<file path="src/rtl/shift_pkg.sv">
// Shared definitions for the shift request front end: op encodings, shifter
// geometry and the bit-reverse helper used to build left shifts from right ones.
package shift_pkg;

    localparam int DATA_W = 32;
    localparam int SH_LAT = 5;

    typedef enum logic [1:0] {
        OP_SRL = 2'b00,
        OP_ROR = 2'b01,
        OP_SLL = 2'b10,
        OP_ROL = 2'b11
    } shift_op_e;

    function automatic logic [DATA_W-1:0] bitRev(input logic [DATA_W-1:0] x);
        logic [DATA_W-1:0] r;
        r = '0;
        for (int i = 0; i < DATA_W; i++) begin
            r[i] = x[DATA_W-1-i];
        end
        return r;
    endfunction

endpackage

</file>
<file path="src/rtl/shift_resp_fifo.sv">
// Synchronous response FIFO; count_o exposes occupancy so the issue side can
// reserve space before an operation enters the shifter.
module shift_resp_fifo
    import shift_pkg::*;
#(
    parameter int WIDTH = DATA_W + 4,
    parameter int DEPTH = 8
) (
    input  logic                     clk,
    input  logic                     rst,
    input  logic                     push_i,
    input  logic [WIDTH-1:0]         pushData_i,
    input  logic                     pop_i,
    output logic [WIDTH-1:0]         rdData_o,
    output logic [$clog2(DEPTH):0]   count_o
);

    localparam int AW = $clog2(DEPTH);

    logic [WIDTH-1:0] mem_q [DEPTH];
    logic [AW:0]      wrPtr_q;
    logic [AW:0]      rdPtr_q;
    logic             full;
    logic             empty;
    logic             doPush;
    logic             doPop;

    assign count_o  = wrPtr_q - rdPtr_q;
    assign empty    = (wrPtr_q == rdPtr_q);
    assign full     = (wrPtr_q[AW] != rdPtr_q[AW]) && (wrPtr_q[AW-1:0] == rdPtr_q[AW-1:0]);
    assign doPush   = push_i && !full;
    assign doPop    = pop_i && !empty;
    assign rdData_o = mem_q[rdPtr_q[AW-1:0]];

    // Storage is deliberately left unreset; only the pointers define validity.
    always_ff @(posedge clk) begin
        if (doPush) begin
            mem_q[wrPtr_q[AW-1:0]] <= pushData_i;
        end
    end

    always_ff @(posedge clk or posedge rst) begin
        if (rst) begin
            wrPtr_q <= '0;
            rdPtr_q <= '0;
        end else begin
            if (doPush) begin
                wrPtr_q <= wrPtr_q + 1'b1;
            end
            if (doPop) begin
                rdPtr_q <= rdPtr_q + 1'b1;
            end
        end
    end

endmodule

</file>
<file path="src/rtl/shift_issue_ctrl.sv">
// Request/response front end for the fixed-latency right-shift/rotate datapath.
// Ops are tagged, tracked through the shifter latency and buffered in a credit-gated FIFO.
module shift_issue_ctrl
    import shift_pkg::*;
#(
    parameter int TAG_W      = 4,
    parameter int FIFO_DEPTH = 8
) (
    input  logic              clk,
    input  logic              rst,
    input  logic              req_valid,
    output logic              req_ready,
    input  logic [31:0]       req_data,
    input  logic [4:0]        req_amt,
    input  logic [1:0]        req_op,
    input  logic [TAG_W-1:0]  req_tag,
    output logic [31:0]       sh_a,
    output logic [4:0]        sh_sel,
    output logic              sh_rotate,
    input  logic [31:0]       sh_b,
    output logic              resp_valid,
    input  logic              resp_ready,
    output logic [31:0]       resp_data,
    output logic [TAG_W-1:0]  resp_tag,
    output logic              busy
);

    localparam int CNT_W = $clog2(FIFO_DEPTH) + 1;
    localparam int ENT_W = DATA_W + TAG_W;
    localparam logic [CNT_W:0] CREDIT_MAX = (CNT_W+1)'(FIFO_DEPTH);

    typedef struct packed {
        logic             valid;
        logic             rev;
        logic [TAG_W-1:0] tag;
    } track_t;

    shift_op_e        reqOp;
    logic             fire;
    logic             isLeft;
    logic             isRot;
    track_t           pipe_q [SH_LAT];
    track_t           pipe_d [SH_LAT];
    track_t           aligned;
    logic [CNT_W-1:0] inflight;
    logic [CNT_W-1:0] occ;
    logic [CNT_W:0]   credUsed;
    logic [DATA_W-1:0] capData;
    logic [ENT_W-1:0] fifoRd;
    logic             pop;

    assign reqOp  = shift_op_e'(req_op);
    assign isLeft = (reqOp == OP_SLL) || (reqOp == OP_ROL);
    assign isRot  = (reqOp == OP_ROR) || (reqOp == OP_ROL);
    assign fire   = req_valid && req_ready;

    // Left ops ride the right-only shifter by reversing bits on the way in and out.
    always_comb begin
        sh_a      = '0;
        sh_sel    = '0;
        sh_rotate = 1'b0;
        if (fire) begin
            sh_a      = isLeft ? bitRev(req_data) : req_data;
            sh_sel    = req_amt;
            sh_rotate = isRot;
        end
    end

    always_comb begin
        pipe_d[0] = '{valid: fire, rev: isLeft, tag: req_tag};
        for (int i = 1; i < SH_LAT; i++) begin
            pipe_d[i] = pipe_q[i-1];
        end
    end

    always_ff @(posedge clk or posedge rst) begin
        if (rst) begin
            for (int i = 0; i < SH_LAT; i++) begin
                pipe_q[i] <= '0;
            end
        end else begin
            pipe_q <= pipe_d;
        end
    end

    always_comb begin
        inflight = '0;
        for (int i = 0; i < SH_LAT; i++) begin
            inflight = inflight + CNT_W'(pipe_q[i].valid);
        end
    end

    // Every op in the shifter already owns a FIFO slot, so the FIFO can never overflow.
    assign credUsed  = {1'b0, inflight} + {1'b0, occ};
    assign req_ready = !rst && (credUsed < CREDIT_MAX);
    assign busy      = (inflight != '0) || (occ != '0);

    assign aligned = pipe_q[SH_LAT-1];
    assign capData = aligned.rev ? bitRev(sh_b) : sh_b;

    assign resp_valid = (occ != '0);
    assign pop        = resp_valid && resp_ready;
    assign resp_data  = fifoRd[ENT_W-1:TAG_W];
    assign resp_tag   = fifoRd[TAG_W-1:0];

    shift_resp_fifo #(
        .WIDTH (ENT_W),
        .DEPTH (FIFO_DEPTH)
    ) u_fifo (
        .clk        (clk),
        .rst        (rst),
        .push_i     (aligned.valid),
        .pushData_i ({capData, aligned.tag}),
        .pop_i      (pop),
        .rdData_o   (fifoRd),
        .count_o    (occ)
    );

endmodule

</file>
<file path="config.mk">
export PLATFORM = sky130hd
export DESIGN_NAME = shift_issue_ctrl
export DESIGN_NICKNAME = d
export VERILOG_FILES = /design/src/rtl/shift_pkg.sv /design/src/rtl/shift_resp_fifo.sv /design/src/rtl/shift_issue_ctrl.sv
export SDC_FILE = /design/constraint.sdc
export NUM_CORES = 1
export LEC_CHECK = 0
export CORE_UTILIZATION = 56
export CTS_CLUSTER_SIZE = 25
export DETAILED_ROUTE_END_ITERATION = 10
export GPL_TIMING_DRIVEN = 0
export PLACE_DENSITY = 0.85
export SLEW_MARGIN = 25
export SYNTH_ARGS = -nofsm -noshare
export SYNTH_HDL_FRONTEND = slang
export SYNTH_SLANG_ARGS = --single-unit
export TNS_END_PERCENT = 5
</file>
<file path="constraint.sdc">
create_clock -name clk -period 8.1 [get_ports clk]
set_input_delay 1.215 -clock clk [delete_from_list [all_inputs] [get_ports clk]]
set_output_delay 1.215 -clock clk [all_outputs]
set_load 0.01 [all_outputs]
</file>
# After elaboration in Yosys (flattened, before gate mapping)
# Memories as Yosys holds them, arrays and structs flattened.
# Index checks and enable logic that the tools add are counted.
totals:
  ff_bits: 38
  mem_bits_rw: 288
  in_bits: 79
  out_inout_bits: 77
  word_cells: 54
  mem_count: 1
op_classes:
  n_addsub: 8
  order_cmp: 1
  eq_ne: 6
  mux: 7
  reduce_logical: 14
memory_table:
  columns: ["memory", "words", "word_bits", "read_ports", "rd_ports_with_merged_regs", "write_ports", "line", "source"]
  rows:
  - ["u_fifo.mem_q", 8, 36, 1, 0, 1, "shift_resp_fifo.sv:20", "logic [WIDTH-1:0] mem_q [DEPTH];"]
ops:
  columns: ["op", "n"]
  rows:
  - ["two-way mux 32 bit", 3]
  - ["adder 4 x 1 -> 4 bit (second input constant)", 2]
  - ["nonzero test 4 bit", 2]
  - ["logical AND 1 bit", 6]
  - ["adder 4 x 4 -> 5 bit", 1]
  - ["< comparator 5 x 4 -> 1 bit (second input constant)", 1]
  - ["two-way mux 5 bit", 1]
  - ["adder 3 x 1 -> 4 bit", 1]
  - ["adder 4 x 1 -> 4 bit", 1]
  - ["equality test 2 bit (second input constant)", 2]
  - ["equality test 4 bit", 1]
  - ["subtractor 4 bit", 1]
  - ["adder 2 x 1 -> 3 bit", 1]
  - ["equality test 3 bit", 1]
  - ["logical NOT 1 bit", 3]
  - ["logical OR 1 bit", 3]
  - ["two-way mux 1 bit", 3]
  - ["adder 1 x 1 -> 2 bit", 1]
  - ["equality test 2 x 1 -> 1 bit (second input constant)", 1]
  - ["!= test 1 bit", 1]

# Logic depth before layout (Yosys ltp)
# Gate-level depths: netlist of the first run.
logic_depth:
  depth_word: 9
  mapped_depth: 11
  mapped_depth_nobuf: 10

# By module
# A second synthesis of the first run with hierarchy kept.
unflattened:
  cells_unflattened: 726
  hier_area_um2: 13217.7
modules_own_cells:
  columns: ["mod", "n_inst", "cells_each", "area_per_inst_um2", "seq_area_each_um2"]
  rows:
  - ["shift_resp_fifo", 1, 549, 11363.4, 8848.5]
  - ["shift_issue_ctrl", 1, 177, 1854.3, 750.7]

# Worst setup path after synthesis of the first run
# Ideal clock, no wire load.
synth_timing:
  kind: "register -> register"
  from: "register u_fifo.rdPtr_q[1]"
  to: "memory u_fifo.mem_q[0][0] (netlist name) (enable)"
  setup_ns: 0.519
  arrival_ns: 5.192
  required_time_ns: 7.581
  slack_ns: 2.388
  stages_incl_launch_ff: 8
  n_path_buf: 2
  synth_period_minus_slack_ns: 5.712
  path_cell_list: "dfrtp_1 -> clkbuf_1 -> buf_1 -> inv_1 -> ha_1 -> nand3_1 -> o21ai_0 -> nor4_1"
synth_between:
  elab_chain_cells: 6
synth_rtl:
  columns: ["element", "line", "source"]
  rows:
  - ["start: declaration", "shift_resp_fifo.sv:22", "logic [AW:0] rdPtr_q;"]
  - ["start signal: assignment", "shift_resp_fifo.sv:51", "rdPtr_q <= rdPtr_q + 1'b1;"]
  - ["equality test 3 bit", "shift_resp_fifo.sv:30", "assign full = (wrPtr_q[AW] != rdPtr_q[AW]) && (wrPtr_q[AW-1:0] == rdPtr_q[AW-1:0]);"]
  - ["logical AND 1 bit", "shift_resp_fifo.sv:30", null]
  - ["logical NOT 1 bit", "shift_resp_fifo.sv:31", "assign doPush = push_i && !full;"]
  - ["logical AND 1 bit", "shift_resp_fifo.sv:31", null]
  - ["two-way mux 1 bit", "shift_resp_fifo.sv:37", "if (doPush) begin"]
  - ["two-way mux 1 bit (not written as such)", "shift_resp_fifo.sv:38", "mem_q[wrPtr_q[AW-1:0]] <= pushData_i;"]
  - ["end: declaration", "shift_resp_fifo.sv:20", null]
# No other way between the ends.

# Worst setup path after layout of the first run
layout_timing:
  from: "register u_fifo.rdPtr_q[1]"
  to: "output port sh_a[18]"
layout_between:
  elab_chain_cells: 6
layout_rtl:
  columns: ["element", "line", "source"]
  rows:
  - ["subtractor 4 bit", "shift_resp_fifo.sv:28", "assign count_o = wrPtr_q - rdPtr_q;"]
  - ["adder 4 x 4 -> 5 bit", "shift_issue_ctrl.sv:94", "assign credUsed = {1'b0, inflight} + {1'b0, occ};"]
  - ["< comparator 5 x 4 -> 1 bit", "shift_issue_ctrl.sv:95", "assign req_ready = !rst && (credUsed < CREDIT_MAX);"]
  - ["logical AND 1 bit", "shift_issue_ctrl.sv:95", null]
  - ["logical AND 1 bit", "shift_issue_ctrl.sv:55", "assign fire = req_valid && req_ready;"]
  - ["two-way mux 32 bit", "shift_issue_ctrl.sv:62", "if (fire) begin"]
  - ["end: declaration", "shift_issue_ctrl.sv:17", "output logic [31:0] sh_a,"]
# No other way between the ends.

==> metrics, run 1 <==
delay-heaviest family, CP buffers and inverters; Avg WL per Cell 23.7 um; Num Clock Sinks roughly 330; pin count of the biggest net entering global routing 39; Netlist Area Pre-Place 13100 um2; H-tree levels 1; DR iter-0 viols between 500 and 600; CP required 6.88 ns; Pwr per Cell Area roughly 330 nW/um2; Worst VDD drop ~0.00022 V; vias per cell 5.88; max_cap viols 0; share of layout cells above drive strength 1 between 20% and 30%; area occupied by multi-input gates about 3400 um2; CTS tree built; Top FF cell, synth edfxtp_1; Residual DRC 0; WP data arrival about 4.9 ns; minimum clock period after layout a little over 6 ns; CP Class reg -> out; synthesized area per cell roughly 18 um2; Total Routed Length approximately 30000 um; post-cts sizing count 0; CP Capture Type output port; outcome finished, final reports clean; Area contributors post-synth edfxtp_1 66%, mux4_2 12%, dfrtp_1 7.2%; core area roughly 23000 um2; Layout area overhead 25.6%; Site Rows 55; slowest library cell on the worst path fa_1; grt ovf 0; CP startpoint kind register; placed insts approximately 1200; # hold bufs at CTS 0; Seq cells post-synth about 330; cells along the critical path clkbuf_1 > buf_1 > inv_1 > fa_1 > ha_1 > nor3b_1 > o21ai_0 > nand4_1 > clkbuf_1 > nor2_1 > clkdlybuf4s50_1; Final Setup Violations 0; io pins roughly 160; Hold WS 0.344 ns; CTS Buf Count 30; die area between 20000 and 25000 um2; Peak Freq 164 MHz; top post-synthesis cells by count 288 x edfxtp_1, 116 x nand2_1, 72 x mux4_2, 38 x dfrtp_1, 37 x nor2_1; Finished Layout Cells approximately 1300; Seq/Total Area, Yosys 73.1%; most numerous cell in the Yosys netlist edfxtp_1; area fraction of the dominant cell type after synthesis about two thirds; Post-synth EDFFs 288; chip height 155 um; n_diodes 0; Most Frequent Cell on Critical Path clkbuf_1; RSZ-0062 raised after global routing no; dpl ws around 2.6 ns; die width ~160 um; slowest stage delay, CP approximately 0.65 ns; leakage around 5.8 nW; Root Buffer clkbuf_16; final hold vios 0; dpl hpwl about 20000 um; clock buffer depth 3; clock skew approximately 0.014 ns; Worst-path clk slew 0.07 ns; vias in the first global route 7882; max-slew violations 0; initial antenna violation count 0; Crit Path Max Fanout 10; Layout Nets about 1000; YS warnings 0; post-CTS setup buffers 0; HP Class reg -> reg; filler instances 1379; Netlist cell types 32; core occupancy in the finished layout 72.2%; Placer Congestion between 0.7 and 0.8; FF+latch area 9600 um2; global-route wire length before repair about 46000 um; First-pass DRT Iterations 5; async set or reset register ratio after synthesis between 10% and 20%; worst-skew pair later-pin latency 0.55 ns; fin crit share between 70% and 80%; Synth Instances 715; syn_nets 805; Starting Density between 50% and 60%; Slew @ Worst Pin approximately 0.86 ns; Final Worst Setup Slack around 2.0 ns; Total GRT Usage between 20% and 30%; ANT nets after route 0; cell taking the most area after synthesis edfxtp_1; Vias around 7500; PortBufs between 150 and 200; crit path buf inv count 5; Rel. slew slack between 40% and 50%
==> routing by layer <==
layer / vias up / track usage [%] / routed length [um]
met1: 3801 / 32.2 / 11200
met4: 0 / 10.0 / 979
li1: 3195 / - / -
met5: - / 0 / 0
met2: 414 / 46.8 / 15900
met3: 68 / 3.98 / 2190
==> through the flow <==
step	cell area, um2	total power (W)	setup TNS [ns]
after floorplan	13100	0.00319	0
after global placement	15100	0.00394	-39.51
after detailed placement	15500	0.00402	0
after CTS	16500	0.00549	0
after global routing	16500	0.00569	0
final	16500	0.00546	0
==> flip-flops by register name, indices dropped and copies added, names as in the netlist <==
| signal | count |
|---|---|
| u_fifo.mem_q | 288 |
| u_fifo.rdPtr_q | 4 |
| u_fifo.wrPtr_q | 4 |
| aligned | 6 |
| pipe_d | 24 |
==> layout make-up <==
cell class,count,share of cell area (%)
clock buffer,42,5.20
clock inverter,14,1.08
sequential,326,58.2
inverter,12,0.273
buffer,37,0.902
multi-input combinational,340,20.6
timing repair buffer,187,11.4
tap,313,2.37
==> worst paths after layout <==
path | startpoint | end | slack, ns | depth (start not counted)
setup / recovery | u_fifo.rdPtr_q[1]$_DFFE_PP0P_ | sh_a[18] | 2.02 | 11
hold / removal | pipe_d[9]$_DFF_PP0_ | pipe_d[3]$_DFF_PP0_ | 0.34 | 0
setup reg to reg | u_fifo.rdPtr_q[1]$_DFFE_PP0P_ | u_fifo.mem_q[5][16]$_DFFE_PP_ | 3.89 | 11
max in group asynchronous | rst | pipe_d[9]$_DFF_PP0_ | 6.42 | 2
hold reg to reg | pipe_d[9]$_DFF_PP0_ | pipe_d[3]$_DFF_PP0_ | 0.34 | 0
min in group asynchronous | rst | pipe_d[17]$_DFF_PP0_ | 1.16 | 2
==> placed cells by master (no fill, tap or decap), types with 32 or more instances in the layout <==
cell type        instances
nand2_1                116
clkdlybuf4s50_1        154
clkbuf_16               32
mux4_2                  72
edfxtp_1               288
nor2_1                  34
mux2_2                  32
mux2i_1                 32
clkbuf_1                32
dfrtp_1                 38
==> cells by family after synthesis <==
logic type               share of synthesized area [%]
flip-flops                                        73.1
AND/OR/NAND/NOR                                   5.45
multiplexers                                      17.6
buffers and inverters                             1.48
adder cells (fa/ha/maj)                           1.22
XOR/XNOR                                         0.657
AO/OA/AOI/OAI                                    0.486
==> where the power goes <==
part	internal, W	total [W]	switching, W	leakage [nW]
clock network	0.000867	0.00146	0.000595	0.501
logic	0.000940	0.00195	0.00101	2.29
registers	0.00198	0.00205	0.0000694	3.05
(Power assumes the default switching activity.)
==> run 2: changes to the inputs <==
CORE_UTILIZATION = 50   (was 56)
PLACE_DENSITY = 0.8   (was 0.85)
clock period = 5.5 ns   (was 8.1 ns; I/O delays follow)
==> run 2 against run 1 <==
Via count shrank 1.3%; global-route usage shrank 3.0 points; clock power grew 45%; hold slack lost 0.0033 ns; flip-flop and latch count is the same.
==> metrics, run 2 (same netlist as run 1, synthesis figures left out) <==
setup TNS 0 ns; vias per cell 5.73; Layout Nets 1025; vias in the first global route approximately 7700; Rel. slew slack approximately 36%; clock buffer depth 3; Vias approximately 7400; DR iter-0 viols ~700; Num Clock Sinks approximately 330; H-tree levels 2; die width around 160 um; CP startpoint kind register; Worst-path clk slew around 0.06 ns; slowest stage delay, CP 0.64 ns; CTS Buf Count 34; outcome finished, final reports clean; die area around 27000 um2; Placer Congestion approximately 0.78; worst-skew pair later-pin latency around 0.53 ns; global-route wire length before repair approximately 45000 um; Peak Freq 192 MHz; CP Capture Type output port; initial antenna violation count 1; delay-heaviest family, CP buffers and inverters; share of layout cells above drive strength 1 a little over a fifth; most frequent cells in the layout 288 x edfxtp_1, 154 x clkdlybuf4s50_1, 116 x nand2_1; chip height 164 um; CP Class reg -> out; commonest non-fill, non-tap cell in the layout edfxtp_1; core area 25500 um2; final hold vios 0; grt ovf 0; Site Rows 58; Total Routed Length ~30000 um; PortBufs 154; max-slew violations 0; ANT nets after route 0; Avg WL per Cell around 23 um; fin crit share approximately 95%; Layout area overhead 25.7%; io pins about 160; Pwr per Cell Area 486 nW/um2; RSZ-0062 raised after global routing no; WP data arrival between 4 and 5 ns; dpl hpwl about 20000 um; Slew @ Worst Pin 0.943 ns; Final Setup Violations 0; total power about 0.0080 W; CTS tree built; clock skew 0.0261 ns; Total GRT Usage a little under a quarter; Worst VDD drop 0.000358 V; cells along the critical path clkbuf_2 > buf_2 > inv_1 > fa_1 > ha_1 > nor3b_1 > o21ai_0 > nand4_1 > clkbuf_1 > nor2_1 > clkdlybuf4s50_1; max FFs per register about 290; max_cap viols 0; slowest library cell on the worst path fa_1; Residual DRC 0; Crit Path Max Fanout 10; post-CTS setup buffers 0; leakage slightly below 6 nW; Starting Density 51.6%; HP Class reg -> reg; CP required 4.68 ns; pin count of the biggest net entering global routing 39; minimum clock period after layout 5.20 ns; Root Buffer clkbuf_16; First-pass DRT Iterations 5; crit path buf inv count 5
run 2: cell count changes in the layout (fill, tap and decap cells not counted), moves of 3 or more:
cell and delta:
buf_2 -4, clkinv_1 +8, bufinv_16 -3, buf_6 +6, inv_6 +3, buf_4 -4, clkbuf_1 -3
run 2: worst register-to-register path, stage by stage, from the launching register on:
cell and delay (ns):
dfrtp_1 0.46, clkbuf_2 0.33, buf_2 0.35, inv_1 0.14, ha_1 0.34, nand3_1 0.14, o21a_1 0.20, nand2_1 0.23
nor3_2 0.66, buf_6 0.24, buf_6 0.16, buf_4 0.18
run 2: final cells by class:
type / count / area (um2)
Antenna cell: 1 / 2.50
Buffer: 37 / 151
Clock buffer: 40 / 873
Clock inverter: 19 / 134
Fill cell: 1708 / 8960
Inverter: 12 / 45.0
Multi-Input combinational cell: 340 / 3400
Sequential cell: 326 / 9600
Tap cell: 330 / 413
Timing Repair Buffer: 184 / 1890
run 2: through the flow:
step	area [um2]	hold WS [ns]	util (%)	instances	setup slack, ns
after global placement	15100	0.332	59.3	1199	-2.46
after detailed placement	15500	0.335	60.9	1229	0.423
after floorplan	13100	0.331	-	715	0.698
after global routing	16500	0.355	64.8	1288	0.131
final	16500	0.341	64.8	1289	0.298
after CTS	16500	0.346	64.8	1288	0.0632
run 2: power by group:
part           total (W)  switching [W]  internal (W)
Combinational    0.00288        0.00149       0.00139
Sequential       0.00302      0.0000989       0.00292
Clock            0.00212       0.000927       0.00119
Total            0.00802        0.00252       0.00550
run 2: path summary, 6_finish.rpt:
| path | from | to | slack, ns | cells past startpoint |
|---|---|---|---|---|
| max | u_fifo.rdPtr_q[1]$_DFFE_PP0P_ | sh_a[3] | 0.30 | 11 |
| max reg2reg | u_fifo.rdPtr_q[1]$_DFFE_PP0P_ | u_fifo.mem_q[2][4]$_DFFE_PP_ | 1.79 | 11 |
| min in group asynchronous | rst | u_fifo.wrPtr_q[3]$_DFFE_PP0P_ | 0.81 | 2 |
| max in group asynchronous | rst | u_fifo.wrPtr_q[2]$_DFFE_PP0P_ | 4.20 | 2 |
| min reg2reg | pipe_d[10]$_DFF_PP0_ | pipe_d[4]$_DFF_PP0_ | 0.34 | 0 |
| min | pipe_d[10]$_DFF_PP0_ | pipe_d[4]$_DFF_PP0_ | 0.34 | 0 |
run 2: what timing repair did:
| action | 4_1_cts | 5_1_grt |
|---|---|---|
| resized for setup | 1 | 2 |
| hold buffers | 0 | 0 |
| endpoints found under the setup margin | 35 | 34 |
run 2: metal layers:
layer / global-route usage [%] / wire [um]
met4: 7.24 / 678
met1: 29.7 / 11200
met2: 39.6 / 15200
met5: 0 / 0
met3: 5.03 / 2890
